===== src/rtl/tcam_rule_loader.sv =====
// Serialises one rule load (value, mask, action) or a default-action load into the
// dataplane tables, first quiescing lookups and aborting if the dataplane never drains.
module tcam_rule_loader #(
  parameter int QUIESCE_TIMEOUT = 1024
) (
  input  logic         clk,
  input  logic         rst_n,
  input  logic         req_valid,
  output logic         req_ready,
  input  logic         req_is_default,
  input  logic [3:0]   req_idx,
  input  logic [127:0] req_value,
  input  logic [127:0] req_mask,
  input  logic [63:0]  req_action,
  output logic         resp_valid,
  output logic         resp_err,
  input  logic         dp_idle,
  output logic         lookup_hold,
  output logic         cfg_tcam_wr_en,
  output logic         cfg_tcam_wr_is_mask,
  output logic [3:0]   cfg_tcam_wr_addr,
  output logic [127:0] cfg_tcam_wr_data,
  output logic         cfg_action_wr_en,
  output logic [3:0]   cfg_action_wr_addr,
  output logic [63:0]  cfg_action_wr_data,
  output logic         cfg_action_wr_default,
  output logic [63:0]  cfg_action_default_data,
  output logic [15:0]  rule_loaded
);

  localparam logic [2:0] IDLE       = 3'd0;
  localparam logic [2:0] WAIT_IDLE  = 3'd1;
  localparam logic [2:0] WR_VALUE   = 3'd2;
  localparam logic [2:0] WR_MASK    = 3'd3;
  localparam logic [2:0] WR_ACTION  = 3'd4;
  localparam logic [2:0] WR_DEFAULT = 3'd5;
  localparam logic [2:0] RESP       = 3'd6;

  localparam logic [15:0] CNT_LAST = 16'(QUIESCE_TIMEOUT - 1);

  logic [2:0]   state_reg, state_next;
  logic [15:0]  cnt_reg, cnt_next;
  logic         err_reg, err_next;
  logic         is_default_reg;
  logic [3:0]   idx_reg;
  logic [127:0] value_reg;
  logic [127:0] mask_reg;
  logic [63:0]  action_reg;
  logic         accept;

  assign accept = req_valid && (state_reg == IDLE);

  always_comb begin
    state_next = state_reg;
    cnt_next   = cnt_reg;
    err_next   = err_reg;
    case (state_reg)
      IDLE: begin
        if (req_valid) begin
          state_next = WAIT_IDLE;
          cnt_next   = 16'd0;
          err_next   = 1'b0;
        end
      end
      WAIT_IDLE: begin
        // A drained dataplane on the final counted cycle still wins over the abort.
        if (dp_idle) begin
          state_next = is_default_reg ? WR_DEFAULT : WR_VALUE;
        end else if (cnt_reg == CNT_LAST) begin
          state_next = RESP;
          err_next   = 1'b1;
        end else begin
          cnt_next = cnt_reg + 16'd1;
        end
      end
      WR_VALUE:   state_next = WR_MASK;
      WR_MASK:    state_next = WR_ACTION;
      WR_ACTION:  state_next = RESP;
      WR_DEFAULT: state_next = RESP;
      RESP:       state_next = IDLE;
      default:    state_next = IDLE;
    endcase
  end

  always_ff @(posedge clk or negedge rst_n) begin
    if (!rst_n) begin
      state_reg <= IDLE;
      cnt_reg   <= 16'd0;
      err_reg   <= 1'b0;
    end else begin
      state_reg <= state_next;
      cnt_reg   <= cnt_next;
      err_reg   <= err_next;
    end
  end

  always_ff @(posedge clk or negedge rst_n) begin
    if (!rst_n) begin
      is_default_reg <= 1'b0;
      idx_reg        <= 4'd0;
      value_reg      <= 128'd0;
      mask_reg       <= 128'd0;
      action_reg     <= 64'd0;
    end else if (accept) begin
      is_default_reg <= req_is_default;
      idx_reg        <= req_idx;
      value_reg      <= req_value;
      mask_reg       <= req_mask;
      action_reg     <= req_action;
    end
  end

  genvar gi;
  generate
    for (gi = 0; gi < 16; gi++) begin : g_loaded
      always_ff @(posedge clk or negedge rst_n) begin
        if (!rst_n) begin
          rule_loaded[gi] <= 1'b0;
        end else if ((state_reg == WR_ACTION) && (idx_reg == 4'(gi))) begin
          rule_loaded[gi] <= 1'b1;
        end
      end
    end
  endgenerate

  assign req_ready               = (state_reg == IDLE);
  assign resp_valid              = (state_reg == RESP);
  assign resp_err                = (state_reg == RESP) && err_reg;
  assign lookup_hold             = (state_reg != IDLE) && (state_reg != RESP);
  assign cfg_tcam_wr_en          = (state_reg == WR_VALUE) || (state_reg == WR_MASK);
  assign cfg_tcam_wr_is_mask     = (state_reg == WR_MASK);
  assign cfg_tcam_wr_addr        = idx_reg;
  assign cfg_tcam_wr_data        = (state_reg == WR_MASK) ? mask_reg : value_reg;
  assign cfg_action_wr_en        = (state_reg == WR_ACTION);
  assign cfg_action_wr_addr      = idx_reg;
  assign cfg_action_wr_data      = action_reg;
  assign cfg_action_wr_default   = (state_reg == WR_DEFAULT);
  assign cfg_action_default_data = action_reg;

endmodule

===== config.mk =====
export PLATFORM = sky130hd
export DESIGN_NAME = tcam_rule_loader
export DESIGN_NICKNAME = d
export VERILOG_FILES = /design/src/rtl/tcam_rule_loader.sv
export SDC_FILE = /design/constraint.sdc
export NUM_CORES = 1
export LEC_CHECK = 0
export CAP_MARGIN = 20
export CORE_AREA = 2 2 242 244
export DETAILED_ROUTE_END_ITERATION = 7
export DIE_AREA = 0 0 244 246
export GPL_TIMING_DRIVEN = 0
export PLACE_DENSITY = 0.64
export REMOVE_ABC_BUFFERS = 1
export SKIP_CTS_REPAIR_TIMING = 1
export SLEW_MARGIN = 0
export SYNTH_ARGS = -nofsm -noshare
export SYNTH_HDL_FRONTEND = slang
export SYNTH_SLANG_ARGS = --single-unit

===== constraint.sdc =====
create_clock -name clk -period 2.7 [get_ports clk]
set_input_delay 0.27 -clock clk [delete_from_list [all_inputs] [get_ports clk]]
set_output_delay 0.27 -clock clk [all_outputs]
set_load 0.05 [all_outputs]

# Yosys cells after proc, flatten, opt, wreduce, memory -nomap -nowiden
# Index checks and enable logic that the tools add are counted.
totals:
  ff_bits: 361
  inputBits: 329
  output_inout_bits: 288
  word_cells: 95
op_classes:
  n_addsub: 1
  eq_ne: 28
  mux: 14
  reduce_logical: 28
op_table:
  columns: ["cell", "n"]
  rows:
  - ["2-to-1 mux 128 bit", 1]
  - ["2-to-1 mux 16 bit", 3]
  - ["equality test 4 bit (second input constant)", 8]
  - ["case mux 16 bit (2 select lines)", 1]
  - ["logical AND 1 bit", 19]
  - ["adder 16 x 1 -> 16 bit (second input constant)", 1]
  - ["equality test 16 x 10 -> 1 bit (second input constant)", 1]
  - ["equality test 4 x 3 -> 1 bit (second input constant)", 4]
  - ["case mux 3 bit (5 select lines)", 1]
  - ["2-to-1 mux 3 bit", 4]
  - ["equality test 3 bit (second input constant)", 3]
  - ["equality test 4 x 2 -> 1 bit (second input constant)", 2]
  - ["!= test 2 bit (second input constant)", 4]
  - ["AND reduction 4 bit", 2]
  - ["equality test 3 x 2 -> 1 bit (second input constant)", 2]
  - ["!= test 3 bit (second input constant)", 2]
  - ["equality test 4 x 1 -> 1 bit (second input constant)", 1]
  - ["logical NOT 4 bit", 1]
  - ["equality test 3 x 1 -> 1 bit (second input constant)", 1]
  - ["logical NOT 3 bit", 1]
  - ["2-to-1 mux 1 bit", 3]
  - ["nonzero test 3 bit", 1]
  - ["case mux 1 bit (2 select lines)", 1]
  - ["AND reduction 2 bit", 1]
  - ["3 further kinds", 3]

# Longest topological paths before layout
depth:
  depth_word: 4
  mapped_depth: 8
  mapped_depth_nobuf: 5

# Least setup slack after synthesis
# No wires, ideal clock.
synth_timing:
  kind: "reg2out"
  start: "register state_reg[1]"
  end: "output port cfg_tcam_wr_data[68]"
  arrival_time_ns: 2.767
  required_time_ns: 2.430
  path_slack_ns: -0.337
  path_stages_with_launch: 7
  path_buffers: 3
  path_cell_list: "dfrtp_1 clkbuf_1 nor2b_1 and2_1 buf_2 buf_2 mux2_2"
synth_between:
  elab_chain_cells: 2
synth_lines:
  columns: ["item", "line", "source"]
  rows:
  - ["start, declared", "41", "logic [2:0] state_reg, state_next;"]
  - ["start signal, assigned", "91", "state_reg <= state_next;"]
  - ["equality test 3 x 2 -> 1 bit", null, null]
  - ["net cfg_tcam_wr_is_mask", "20", "output logic cfg_tcam_wr_is_mask,"]
  - ["2-to-1 mux 128 bit", "133", "assign cfg_tcam_wr_data = (state_reg == WR_MASK) ? mask_reg : value_reg;"]
  - ["end, declared", "22", "output logic [127:0] cfg_tcam_wr_data,"]
# The timed path passes the listed nets, and every way through them passes these cells.

# Worst setup path after layout
layout_timing:
  start: "register state_reg[2]"
  end: "output port cfg_tcam_wr_data[95]"
layout_between:
  elab_chain_cells: 2
layout_lines:
  columns: ["item", "line"]
  rows:
  - ["equality test 3 x 2 -> 1 bit", "133"]
  - ["2-to-1 mux 128 bit", "133"]
# No other way between the ends.

==> results.sh <==
export IMPL_slew_violations=0
export IMPL_worst_r2r_startpoint="state_reg[2]"
export IMPL_min_path_type="in -> reg"
export IMPL_antenna_found_initial=1
export IMPL_r2r_cells=6
export IMPL_die_area_mm2=0.0600
export IMPL_grt_first_pass_wirelength_mm=76.6
export IMPL_drv_cap=0
export IMPL_clkTransAtPathRegs_ps=60
export IMPL_hold_viol=0
export IMPL_via_count=13600
export IMPL_grt_usage_pct=15.9
export IMPL_grt_setup_unrepaired="yes"
export IMPL_total_power_mw=34.0
export IMPL_drc=0
export IMPL_syn_to_final_growth_pct=48.4
export IMPL_setup_slack_ps=44.1
export IMPL_nNetsFinal=2634
export IMPL_root_buffer="clkbuf_16"
export IMPL_fin_worst_skew_ps=9.10
export IMPL_yosysUniqueCellTypes=43
export IMPL_holdPathStages=3
export IMPL_worstMarginPinSlew_ps=887
export IMPL_wl_per_cell_um=16.4
export IMPL_synth_edf_count=0
export IMPL_gr_total_overflow=0
export IMPL_grt_max_degree=112
export IMPL_dpl_worst_slack_ps=-410
export IMPL_globalplace_congestion=0.835
export IMPL_htree_levels=2
export IMPL_fp_coreArea_mm2=0.0574
export IMPL_drt_first_iter_violations=598
export IMPL_dp_hpwl_mm=34.7
export IMPL_drt_total_wl_mm=50.8
export IMPL_syn_area_mm2=0.0159
export IMPL_io_pins=617
export IMPL_rrSetupSlack_ps=180
export IMPL_cts_buffer_depth=3
export IMPL_drt_pre_antenna_iters=5
export IMPL_ys_seq_area_share_pct=56.6
export IMPL_crit_type="reg -> out"
export IMPL_ant_nets=0
export IMPL_max_vdd_ir_drop_v=0.000985
export IMPL_grt_pass1_vias=14100
export IMPL_synthFlopType="dfrtp_1"
export IMPL_vias_per_cell=4.37
export IMPL_numPortBuffers=616
export IMPL_synthCells=1773
export IMPL_hold_start="req_action[62]"
export IMPL_ys_ff_latch=361
export IMPL_period_needed_ps=2660
export IMPL_cts_made_buffers=42
export IMPL_worstSetupStartpoint="state_reg[2]"
export IMPL_start_util_pct=27.8
export IMPL_yosysWarnings=0
export IMPL_rows=88
export IMPL_cts_tree="done"
export IMPL_reg2reg_to="mask_reg[74]"
export IMPL_die_h_um=246
export IMPL_setup_viol=0
export IMPL_synth_area_per_cell_um2=8.99
export IMPL_cp_end_kind="output pin"
export IMPL_power_density_mw_per_mm2=1440
export IMPL_final_layout_size_suffix_gt1_share_pct=15.5
export IMPL_cp_required_ps=2430
export IMPL_outcome="complete, no violations"
export IMPL_fp_dieW_um=244
export IMPL_min_to="cfg_action_default_data[62]"
export IMPL_clock_fmax_mhz=377
export IMPL_synthArstFlopShare_pct=100
export IMPL_worstPathMaxFanout=14
export IMPL_crit_path_start_kind="register"
export IMPL_clock_latency_ps=540
export IMPL_clock_sinks=361
export IMPL_timing_max_slew_rel_slack_pct=40.4
export IMPL_fin_crit_sh_pct=98.4
export IMPL_p_leak_nw=11.7
export IMPL_cp_arrival_ps=2390
==> routing by layer <==
metal  GRT usage (%)  routed length [um]  vias to the layer above
li1                -                   -                     6561
met1            18.4               19900                     6432
met2            28.0               25800                      469
met3            4.11                3360                       96
met4            6.06                1650                        0
met5               0                   0                        -
==> worst max-delay path: stages, from the launching register on <==
cell and delay, ps:
dfrtp_2 450, nor2b_4 170, and2_4 240, buf_12 160, clkbuf_16 190, mux2_2 380, buf_2 230
==> layout by cell type, fill, tap and decap left out, types with 3 or more instances in the layout <==
master | synthesis | routed
nor3_1 | 7 | 6
nand3_1 | 8 | 8
nand2_1 | 991 | 990
buf_2 | 35 | 76
and3_1 | 3 | 3
o221ai_1 | 3 | 3
clkbuf_8 | 0 | 4
dfrtp_1 | 361 | 358
clkbuf_2 | 0 | 38
a21o_1 | 6 | 6
mux2_2 | 128 | 128
bufinv_16 | 0 | 3
dlymetal6s2s_1 | 0 | 13
nand2b_1 | 10 | 10
buf_16 | 0 | 12
nor2b_1 | 4 | 3
a21oi_1 | 3 | 3
buf_4 | 68 | 17
o21ai_0 | 4 | 4
nand4_1 | 5 | 5
a31oi_1 | 14 | 14
dfrtp_2 | 0 | 3
buf_8 | 0 | 3
clkinv_2 | 0 | 7
o21bai_1 | 8 | 8
or4_1 | 6 | 6
inv_1 | 7 | 7
clkbuf_1 | 56 | 9
clkbuf_16 | 0 | 49
clkdlybuf4s50_1 | 0 | 483
nor2_1 | 9 | 9
==> synthesized netlist by cell type (all sizes together) (6+ instances only) <==
library cell,number,area share [%]
clkbuf,56,1.3
nand2,991,23
or4,6,0.28
nor2,9,0.21
nand3,8,0.25
mux2,128,9.0
buf,108,4.4
o21ai,7,0.22
a21o,6,0.28
inv,7,0.16
nor3,7,0.22
nand2b,10,0.39
a31oi,14,0.55
o21bai,8,0.38
dfrtp,361,57
==> worst max path at each step <==
stage / end / slack (ps)
floorplan: cnt_reg[6] / -6240
global placement: cfg_action_default_data[28] / -14580
detailed placement: cfg_tcam_wr_data[31] / -410
CTS: cfg_tcam_wr_data[31] / -1040
global route: cfg_tcam_wr_data[95] / -40
finish: cfg_tcam_wr_data[95] / 40
==> per-stage QoR <==
step                hold WS (ps)  instances  cell area [um^2]   TNS, ps  util, %
finish                       246       3099             23700         0     41.3
global route                 211       3099             23700     -1370     41.3
CTS                         -284       3076             23900   -119490     41.7
detailed placement           319       3003             22500    -37960     39.2
global placement             441       2990             22200  -8380860     38.6
floorplan                  -25.6       1609             15000  -2039570        -
==> power breakdown <==
part / leakage, nW / total, mW / switching [mW] / internal, mW
Clock: 0.678 / 5.73 / 2.30 / 3.43
Combinational: 6.50 / 18.8 / 12.9 / 5.89
Sequential: 4.53 / 9.46 / 1.58 / 7.88
Total: 11.7 / 34.0 / 16.8 / 17.2
==> kinds of logic (layout without fill, tap and decap cells) <==
family / Yosys count / count (layout) / synth area share, %
fa+ha+maj: 1 / 1 / 0.0784
flops: 361 / 361 / 56.6
compound gates: 52 / 52 / 2.29
buf+inv: 171 / 731 / 5.90
other cells: 0 / 1 / 0
simple gates: 1059 / 1059 / 26.0
mux: 129 / 129 / 9.10
==> area by class of cell <==
| type | instances | area (um^2) |
|---|---|---|
| Multi-Input combinational cell | 1241 | 6020 |
| Antenna cell | 1 | 2.50 |
| Inverter | 7 | 26.3 |
| Clock inverter | 15 | 169 |
| Sequential cell | 361 | 9040 |
| Fill cell | 5568 | 33700 |
| Tap cell | 765 | 957 |
| Timing Repair Buffer | 651 | 6240 |
| Clock buffer | 58 | 1210 |
(Power assumes the default switching activity.)
